<file path="src/rtl/ps2_pkg.sv">
// Shared definitions for the PS/2 device-to-host frame receiver.
package ps2_pkg;

  typedef enum logic [1:0] {
    StIdle,
    StRx,
    StLoad
  } ps2_state_e;

  localparam int unsigned PS2_FRAME_BITS = 11;
  localparam logic        PS2_START      = 1'b0;
  localparam logic        PS2_STOP       = 1'b1;

endpackage

</file>
<file path="src/rtl/ps2_clk_filter.sv">
// Input conditioning for the PS/2 lines: synchronisers, ps2c glitch filter and fall detect.
module ps2_clk_filter #(
  parameter int unsigned FILTER_W = 8
) (
  input  logic i_clk,
  input  logic i_reset_n,
  input  logic i_ps2c,
  input  logic i_ps2d,
  output logic o_ps2d_sync,
  output logic o_fall
);

  logic [1:0]          ps2c_sync_q;
  logic [1:0]          ps2d_sync_q;
  logic [FILTER_W-1:0] filt_q, filt_d;
  logic                fclk_q, fclk_d;

  // Filtered clock only moves once every sample in the window agrees.
  always_comb begin
    filt_d = {ps2c_sync_q[1], filt_q[FILTER_W-1:1]};
    fclk_d = fclk_q;
    if (&filt_q) begin
      fclk_d = 1'b1;
    end else if (~|filt_q) begin
      fclk_d = 1'b0;
    end
  end

  // Synchroniser, filter window and filtered-clock registers; idle lines are high.
  always_ff @(posedge i_clk or negedge i_reset_n) begin
    if (!i_reset_n) begin
      ps2c_sync_q <= '1;
      ps2d_sync_q <= '1;
      filt_q      <= '1;
      fclk_q      <= 1'b1;
    end else begin
      ps2c_sync_q <= {ps2c_sync_q[0], i_ps2c};
      ps2d_sync_q <= {ps2d_sync_q[0], i_ps2d};
      filt_q      <= filt_d;
      fclk_q      <= fclk_d;
    end
  end

  assign o_ps2d_sync = ps2d_sync_q[1];
  assign o_fall      = fclk_q & ~fclk_d;

endmodule

</file>
<file path="src/rtl/ps2_frame_rx.sv">
// PS/2 device-to-host frame receiver: FSM, frame shift register, bit counter and watchdog.
module ps2_frame_rx
  import ps2_pkg::*;
#(
  parameter int unsigned FILTER_W    = 8,
  parameter int unsigned TIMEOUT_CYC = 20000,
  parameter int unsigned TO_BIT      = 15
) (
  input  logic       i_clk,
  input  logic       i_reset_n,
  input  logic       i_ps2d,
  input  logic       i_ps2c,
  input  logic       i_rx_en,
  output logic       o_rx_done_tick,
  output logic [7:0] o_data,
  output logic       o_parity_err,
  output logic       o_frame_err,
  output logic       o_timeout_tick,
  output logic       o_busy
);

  localparam logic [TO_BIT-1:0] ToLast = TO_BIT'(TIMEOUT_CYC - 1);

  logic ps2d_sync;
  logic fall;

  ps2_state_e                state_q, state_d;
  logic [PS2_FRAME_BITS-1:0] b_q, b_d;
  logic [3:0]                n_q, n_d;
  logic [TO_BIT-1:0]         wdog_q, wdog_d;
  logic [7:0]                data_q, data_d;
  logic                      perr_q, perr_d;
  logic                      ferr_q, ferr_d;
  logic                      done_q, done_d;
  logic                      to_q, to_d;

  ps2_clk_filter #(
    .FILTER_W(FILTER_W)
  ) u_filter (
    .i_clk      (i_clk),
    .i_reset_n  (i_reset_n),
    .i_ps2c     (i_ps2c),
    .i_ps2d     (i_ps2d),
    .o_ps2d_sync(ps2d_sync),
    .o_fall     (fall)
  );

  // Next-state: frame capture, bit counting and watchdog; a fall always beats expiry.
  always_comb begin
    state_d = state_q;
    b_d     = b_q;
    n_d     = n_q;
    wdog_d  = wdog_q;
    data_d  = data_q;
    perr_d  = perr_q;
    ferr_d  = ferr_q;
    done_d  = 1'b0;
    to_d    = 1'b0;
    unique case (state_q)
      StIdle: begin
        wdog_d = '0;
        if (fall && i_rx_en) begin
          b_d     = {ps2d_sync, b_q[PS2_FRAME_BITS-1:1]};
          n_d     = 4'd9;
          state_d = StRx;
        end
      end
      StRx: begin
        if (fall) begin
          b_d    = {ps2d_sync, b_q[PS2_FRAME_BITS-1:1]};
          wdog_d = '0;
          if (n_q == 4'd0) begin
            state_d = StLoad;
          end else begin
            n_d = n_q - 4'd1;
          end
        end else if (wdog_q == ToLast) begin
          to_d    = 1'b1;
          state_d = StIdle;
        end else begin
          wdog_d = wdog_q + TO_BIT'(1);
        end
      end
      StLoad: begin
        data_d  = b_q[8:1];
        perr_d  = ~^b_q[9:1];
        ferr_d  = (b_q[0] != PS2_START) | (b_q[PS2_FRAME_BITS-1] != PS2_STOP);
        done_d  = 1'b1;
        state_d = StIdle;
      end
      default: state_d = StIdle;
    endcase
  end

  // State and registered outputs; reset discards any partial frame.
  always_ff @(posedge i_clk or negedge i_reset_n) begin
    if (!i_reset_n) begin
      state_q <= StIdle;
      b_q     <= '0;
      n_q     <= '0;
      wdog_q  <= '0;
      data_q  <= 8'h00;
      perr_q  <= 1'b0;
      ferr_q  <= 1'b0;
      done_q  <= 1'b0;
      to_q    <= 1'b0;
    end else begin
      state_q <= state_d;
      b_q     <= b_d;
      n_q     <= n_d;
      wdog_q  <= wdog_d;
      data_q  <= data_d;
      perr_q  <= perr_d;
      ferr_q  <= ferr_d;
      done_q  <= done_d;
      to_q    <= to_d;
    end
  end

  assign o_rx_done_tick = done_q;
  assign o_timeout_tick = to_q;
  assign o_data         = data_q;
  assign o_parity_err   = perr_q;
  assign o_frame_err    = ferr_q;
  assign o_busy         = (state_q != StIdle);

endmodule

</file>
<file path="config.mk">
export PLATFORM = sky130hd
export DESIGN_NAME = ps2_frame_rx
export DESIGN_NICKNAME = d
export VERILOG_FILES = /design/src/rtl/ps2_pkg.sv /design/src/rtl/ps2_clk_filter.sv /design/src/rtl/ps2_frame_rx.sv
export SDC_FILE = /design/constraint.sdc
export NUM_CORES = 1
export LEC_CHECK = 0
export CAP_MARGIN = 10
export CELL_PAD_IN_SITES_DETAIL_PLACEMENT = 0
export CELL_PAD_IN_SITES_GLOBAL_PLACEMENT = 2
export CORE_UTILIZATION = 42
export CTS_BUF_LIST = sky130_fd_sc_hd__clkbuf_16
export DETAILED_ROUTE_END_ITERATION = 12
export PLACE_DENSITY_LB_ADDON = 0.1
export REMOVE_ABC_BUFFERS = 1
export SLEW_MARGIN = 20
export SYNTH_ARGS = -nofsm -noshare
export SYNTH_HDL_FRONTEND = slang
export SYNTH_HIERARCHICAL = 1
export SYNTH_SLANG_ARGS = --single-unit
</file>
<file path="constraint.sdc">
create_clock -name i_clk -period 3.65 [get_ports i_clk]
set_clock_uncertainty 0.1 [all_clocks]
set_input_delay 0.73 -clock i_clk [delete_from_list [all_inputs] [get_ports i_clk]]
set_output_delay 0.73 -clock i_clk [all_outputs]
set_load 0.005 [all_outputs]
</file>
# After elaboration in Yosys (flattened, before gate mapping)
# Cells that the tools add are included.
# word_totals
ram_bits	0
in_bits	5
rom_bits	0
latchBits	0
regBits	57
memories	0
output_inout_bits	13
# classes
eq_ne	9
reduce_logical	12
n_addsub	2
div	0
order_cmp	0
shift	0
n_mul	0
n_bitwise	4
n_mux	21
# ops
operator	count
$mux 15	2
$pmux 15 s2	1
$mux 11	2
$pmux 11 s2	1
$add 15x1->15 const B	1
$eq 15x15->1 const B	1
$mux 4	3
$ne 3x3->1 const B	3
$reduce_xnor 9->1	1
$mux 2	4
$pmux 4 s2	1
$reduce_and 8->1	1
$reduce_or 8->1	1
$mux 1	6
$ne 2x2->1 const B	3
$reduce_and 3->1	2
$logic_not 4->1	1
$pmux 2 s2	1
$reduce_and 4->1	1
$reduce_bool 2->1	2
$sub 4x1->4 const B	1
$eq 2x1->1 const B	1
$eq 2x2->1 const B	1
$logic_not 2->1	1
5 further kinds	6

# Depth between registers and ports, before layout
# Gate-level depths: netlist (run 1).
# logic_depth
word_depth	8
ltp_mapped	7
mapped_depth_nobuf	6

# Modules after synthesis
# Netlist (run 1), hierarchy kept.
# modules_own_cells
module	area_per_inst_um2	instances	cells_per_inst	seq_area_each_um2
ps2_frame_rx	2149.6	1	197	1101.1
ps2_clk_filter	397.9	1	20	341.6

# Least setup slack after synthesis (run 1)
# No wires, ideal clock.
# synth_timing
kind	reg-to-reg
start	reg u_filter.filt_q[4]
end	reg wdog_q[12]
setup_slack_ps	1515
setup_ps	69
path_stages_with_launch	7
path_buffers	1
arrival_ps	1966
cell_sequence	dfstp_2 > nor4_2 > and3_1 > or3b_2 > buf_6 > or4_1 > nand3_1
# synth_between
elab_chain_len	7
elab_cells_between_ends	10
# synth_lines
item	line	source
start: declaration	ps2_clk_filter.sv:15	logic [FILTER_W-1:0] filt_q, filt_d;
start signal: assignment	ps2_clk_filter.sv:39	filt_q <= filt_d;
$reduce_or 8->1	ps2_clk_filter.sv:24	end else if (~|filt_q) begin
$mux 1	ps2_clk_filter.sv:24	
$mux 1 *	ps2_clk_filter.sv:22	if (&filt_q) begin
$not 1->1 *	ps2_clk_filter.sv:45	assign o_fall = fclk_q & ~fclk_d;
$and 1x1->1 *	ps2_clk_filter.sv:45	
via fall	ps2_frame_rx.sv:25	logic fall;
$mux 15 or $ne 3x3->1 (tied branches)	-	
$pmux 15 s2 or $reduce_and 2->1 (tied branches)	-	
end signal: assignment	ps2_frame_rx.sv:111	wdog_q <= wdog_d;
end: declaration	ps2_frame_rx.sv:30	logic [TO_BIT-1:0] wdog_q, wdog_d;
# Mark *: on every way through the listed nets, which the timed path passes. The rest lies on a longest branch.
# A chain may end at the register's enable or synchronous reset.

# Final worst setup path (run 1)
# layout_timing
start	reg u_filter.filt_q[1]
end	reg b_q[5]
# layout_between
elab_chain_len	8
elab_cells_between_ends	10
# layout_lines
item	line	source
$reduce_or 8->1	ps2_clk_filter.sv:24	
$mux 1	ps2_clk_filter.sv:24	
$mux 1 *	ps2_clk_filter.sv:22	
$not 1->1 *	ps2_clk_filter.sv:45	
$and 1x1->1 *	ps2_clk_filter.sv:45	
via fall	ps2_frame_rx.sv:25	
$logic_and 1x1->1	ps2_frame_rx.sv:62	if (fall && i_rx_en) begin
$ne 2x2->1 (no source line)	-	
$reduce_and 3->1 (no source line) *	-	
end signal: assignment	ps2_frame_rx.sv:99	b_q <= '0;
end signal: assignment	ps2_frame_rx.sv:109	b_q <= b_d;
end: declaration	ps2_frame_rx.sv:28	logic [PS2_FRAME_BITS-1:0] b_q, b_d;
# Marks and branches as above.

==> results of run 1 <==
==> per-stage QoR <==
stage               setup WS, ns  instance area [µm²]
global placement            1.08                 2780
global route               0.844                 3040
CTS                        0.992                 3040
detailed placement          1.01                 2780
finish                      1.04                 3040
floorplan                   1.35                 2500
==> cells in the final DEF (no fill, tap or decap), types with 2 or more instances in the layout <==
master,count
a21oi_1,9
a31oi_1,3
a41oi_1,2
and2_1,2
and3_1,2
buf_4,2
clkbuf_16,9
clkdlybuf4s50_1,16
clkinv_2,4
clkinvlp_4,2
dfrtp_1,44
dfstp_2,13
ha_1,3
inv_1,11
mux2_2,20
nand2_1,14
nand2b_1,2
nand3_1,4
nand4_1,7
nor2_1,9
nor2b_1,4
nor3_1,4
nor4_1,3
nor4_2,2
o21ai_0,14
o31a_1,3
or2_2,2
or3_1,3
or4_1,5
xnor2_1,8
==> cells in the mapped netlist, types with 3 or more instances <==
| cell type | number | share of area (%) |
|---|---|---|
| xnor2_1 | 8 | 2.8 |
| a31oi_1 | 3 | 0.74 |
| nor2b_1 | 4 | 0.98 |
| or4_1 | 5 | 1.5 |
| ha_1 | 3 | 1.5 |
| nor4_1 | 3 | 0.74 |
| a21oi_1 | 9 | 1.8 |
| dfrtp_1 | 44 | 43 |
| dfstp_2 | 13 | 13 |
| nand3_1 | 4 | 0.79 |
| nand2_1 | 14 | 2.1 |
| mux2_2 | 20 | 8.8 |
| inv_1 | 10 | 1.5 |
| o31a_1 | 3 | 1.0 |
| nor2_1 | 9 | 1.3 |
| o21ai_0 | 14 | 2.8 |
| nand4_1 | 7 | 1.7 |
| or3_1 | 3 | 0.74 |
| nor3_1 | 4 | 0.79 |
==> critical path: stages (launching register included) <==
cell      delay, ns
dfstp_2        0.38
nor4_2         0.32
and3_1         0.36
nand2b_1       0.18
nor2_1         0.73
mux2_2         0.41
==> kinds of logic after synthesis <==
family	after synthesis	synth area share [%]
compound gates	40	9.87
mux	20	8.84
xor+xnor	10	3.98
flops	57	56.6
fa+ha+maj	3	1.47
simple gates	70	16.0
buf+inv	17	3.19
==> power by group <==
group | leakage [nW] | total (mW) | switching (mW) | internal, mW
clock network | 0.132 | 0.714 | 0.264 | 0.449
logic | 0.492 | 0.187 | 0.107 | 0.0791
registers | 0.721 | 0.748 | 0.0587 | 0.689
total | 1.35 | 1.65 | 0.431 | 1.22
==> final timing paths <==
kind / slack [ns] / to / cells past startpoint
hold / removal: 0.19 / wdog_q[6] / 1
setup reg to reg: 1.04 / b_q[5] / 5
max in group asynchronous: 2.40 / b_q[5] / 2
setup / recovery: 1.04 / b_q[5] / 5
hold reg to reg: 0.25 / u_filter/ps2d_sync_q[1] / 0
min in group i_clk: 0.25 / u_filter/ps2d_sync_q[1] / 0
==> final cells by class <==
cell class	count	area, µm²
Tap cell	75	93.8
Inverter	10	37.5
Sequential cell	57	1440
Timing Repair Buffer	19	180
Multi-Input combinational cell	143	1020
Fill cell	524	2840
Clock buffer	9	225
Clock inverter	7	38.8
==> metal layers <==
| layer | up-vias | global-route usage, % |
|---|---|---|
| li1 | 833 | - |
| met1 | 871 | 21.3 |
| met2 | 34 | 27.7 |
| met3 | 2 | 4.23 |
| met4 | 0 | 8.04 |
| met5 | - | 0 |
==> sequential cells by signal, indices dropped and copies added, names as in the netlist <==
register	count
u_filter/ps2d_sync_q	2
n_q	4
state_q	2
u_filter/filt_q	8
o_timeout_tick	1
o_parity_err	1
o_rx_done_tick	1
b_q	11
o_data	8
o_frame_err	1
u_filter/fclk_q	1
u_filter/ps2c_sync_q	2
wdog_q	15
==> flow_summary.ini, run 1 <==
[logic_synthesis]
synth_top_flop_cell = dfrtp_1
synth_edf_count = 0
async_flop_share_pct = 100
avgSynthCellArea_um2 = 11.7
synth_seq_cells = 57
synth_area_mm2 = 0.00255
post_synth_inst_count = 217
yosys_warnings = 6
yosysUniqueCellTypes = 48
synth-seq-area-share_pct = 56.6

[sta]
rsz0062_at_grt = false
whs_ns = 0.190
tns_ns = 0
relSlewSlack_pct = 39.6
hold_violations = 0
finalSetupViolCount = 0
finalMaxSlewViolations = 0
min_period_over_period_pct = 71.5
worst_pin_slew_ns = 0.903
finalCriticalPeriod_ns = 2.61
fmax_mhz = 383

[setup_path]
end_kind = flop
worst_setup_path_start_kind = flop
cp.required_ns = 3.74
cp_max_fo = 11
critPathArrivalTime_ns = 2.70
critPathKind = flop to flop
timing.rr.start = u_filter/filt_q[1]
crit_start = u_filter/filt_q[1]

[route]
drtPass1Iterations = 5
drc_errors = 0
met1Wirelength_um = 2260
top_layer = met4
drt_iter0_drc = 162
routedWlPerCell_um = 15.1
routed_wl_um = 4830
met2_length_um = 2400
dr_wl_met3_um = 142
final_antenna_net_count = 0
vias = 1740
viasPerCell = 5.44

[power]
p_total_mw = 1.65
vdd_ir_drop_max_uv = 320
total_leakage_power_nw = 1.35
power_density_mw_per_mm2 = 542

[global_routing]
antenna_found_initial = 0
grt_use_total_pct = 17.1
grt_pass1_vias = 1765
grt-ovfl-total = 0
grt_pass1_wl_um = 8190
grt_max_degree = 47

[hold_path]
hold_path.class = input port to async pin

[clocking]
cts_buffers = 9
post_cts_buffers = 0
cts.sinks = 57
post_cts_resized = 0
path_clk_slew_ns = 0.05
htree_levels = 3
clk_latency_ns = 0.31
cts_buffer_depth = 2
cts-root-buf = clkbuf_16
cts_tree = yes
hold_buffers = 0

[place]
io_buffers = 17
hpwl_um = 3290
dp_cells = 304
place.gp.congestion = 0.777

[floorplanning]
die_height_um = 79.9
io_pins = 18
initial_core_util_pct = 43.3
fp.coreArea_mm2 = 0.00589
die_w_um = 79.9
row_count = 28
die_area_mm2 = 0.00638

[cells_and_area]
post-route-util_pct = 51.7
diodes = 0
final_cell_count_no_fill = 320
finish.net_count = 248
area_delta_synth_final_pct = 19.4
drive_gt1_share_pct = 24.1

[status]
status = finished clean

[job]
drv_cap = 0
Note: power is estimated with default switching activity, not from simulation.
==> run 2: changes to the inputs <==
Settings changed: CORE_UTILIZATION 42 to 35.
Clock period 3.65 ns to 2.3 ns, I/O delays scaled along.
==> flow_summary.ini, run 2 (synthesis results as in run 1) <==
[status]
status = finished clean

[clocking]
post_cts_resized = 0
cts_tree = yes
clk_latency_ns = 0.32
cts_buffer_depth = 2
cts_buffers = 9
hold_buffers = 0
path_clk_slew_ns = 0.05
cts-root-buf = clkbuf_16
post_cts_buffers = 0
htree_levels = 3
cts.sinks = 57

[sta]
finalSetupViolCount = 0
relSlewSlack_pct = 56.1
rsz0062_at_grt = false
min_period_over_period_pct = 95.0
tns_ns = 0
hold_violations = 0
fmax_mhz = 458
whs_ns = 0.0148
worst_pin_slew_ns = 0.649
finalCriticalPeriod_ns = 2.18
finalMaxSlewViolations = 0

[floorplanning]
row_count = 30
die_w_um = 87.3
initial_core_util_pct = 36.9
io_pins = 18
fp.coreArea_mm2 = 0.00691
die_height_um = 87.3
die_area_mm2 = 0.00762

[route]
drt_iter0_drc = 85
drtPass1Iterations = 4
routedWlPerCell_um = 14.0
vias = 1730
final_antenna_net_count = 0
routed_wl_um = 4920
drc_errors = 0
viasPerCell = 4.94

[setup_path]
critPathArrivalTime_ns = 2.33
cp.required_ns = 2.44
crit_start = wdog_q[8]
worst_setup_path_start_kind = flop
cpMostUsedCell = or4_1
cp_max_fo = 6
critical-path-max-stage-delay_ns = 0.65
cp_cell_sequence = or4_1 -> or4_1 -> a211o_1 -> o211ai_2
timing.rr.start = wdog_q[8]
ff2ff_setup_slack_ns = 0.12
rr_worst_depth = 4
crit_slowest_cell = or4_1
end_kind = flop
worstReg2RegEnd = wdog_q[5]
critPathKind = flop to flop

[cells_and_area]
final_cell_mix = dfrtp_1 (44), mux2_2 (20), clkdlybuf4s50_1 (16)
layout_commonest_cell = dfrtp_1
drive_gt1_share_pct = 27.2
finish.net_count = 257
top_register = wdog_q
largest_register_ffs = 15
top_regs = wdog_q (15), b_q (11)
diodes = 0
area_delta_synth_final_pct = 24.8

[global_routing]
grt_max_degree = 37
grt-ovfl-total = 0
grt_pass1_vias = 1760
grt_pass1_wl_um = 8310
grt_use_total_pct = 14.8
antenna_found_initial = 0

[power]
vdd_ir_drop_max_uv = 444
p_total_mw = 2.79
total_leakage_power_nw = 1.40
seqPwrFrac_pct = 41.9
power_density_mw_per_mm2 = 878
switchingPower_mw = 0.709
swShare_pct = 25.4
p_int_mw = 2.08
p_clk_share_pct = 45.0
combPwrFrac_pct = 13.1

[place]
io_buffers = 17
place.gp.congestion = 0.837
hpwl_um = 3430

[job]
drv_cap = 0

[hold_path]
hold_path.class = input port to async pin
-- run 2: per-stage QoR --
step           utilization, %  cells  setup slack, ns  instance area [µm²]
2_1_floorplan               -    210        -0.000721                 2500
3_3_place_gp             41.8    334            0.142                 2880
3_5_place_dp             41.8    334            0.114                 2880
4_1_cts                  45.9    350           0.0914                 3170
5_1_grt                  46.0    350           0.0543                 3180
6_report                 46.0    350            0.115                 3180
-- run 2: area by class of cell --
cell class | count | area [µm²]
Inverter | 10 | 37.5
Clock inverter | 7 | 62.6
Fill cell | 674 | 3730
Tap cell | 96 | 120
Sequential cell | 57 | 1440
Multi-Input combinational cell | 143 | 1030
Timing Repair Buffer | 28 | 260
Clock buffer | 9 | 225
-- run 2: per-layer routing --
metal	vias up	part of all wire, %	global-route usage (%)
met5	-	0	0
met3	6	2.7	3.13
li1	851	-	-
met1	850	48	19.5
met2	23	48	22.4
met4	0	1.5	8.94
-- run 2: worst max-delay path by stage --
stage,endpoint,slack [ns],depth (start not counted)
floorplan,wdog_q[11],-0.0007,5
global placement,n_q[1],0.14,6
detailed placement,n_q[1],0.11,6
CTS,n_q[1],0.09,6
global route,wdog_q[5],0.05,4
finish,wdog_q[5],0.12,4
-- run 2: power groups by stage --
| stage | combinational, mW | sequential (mW) | clock, mW |
|---|---|---|---|
| floorplan | 0.219 | 1.17 | 0 |
| global placement | 0.360 | 1.18 | 0 |
| detailed placement | 0.369 | 1.18 | 0 |
| CTS | 0.371 | 1.17 | 1.30 |
| global route | 0.417 | 1.18 | 1.36 |
| finish | 0.366 | 1.17 | 1.26 |
-- run 2: critical path: cells and delay by family, from the launching register on --
kind | cells | cell delay, ns
AO/OA/AOI/OAI | 2 | 0.39
flip-flops | 1 | 0.41
AND/OR/NAND/NOR | 2 | 1.21
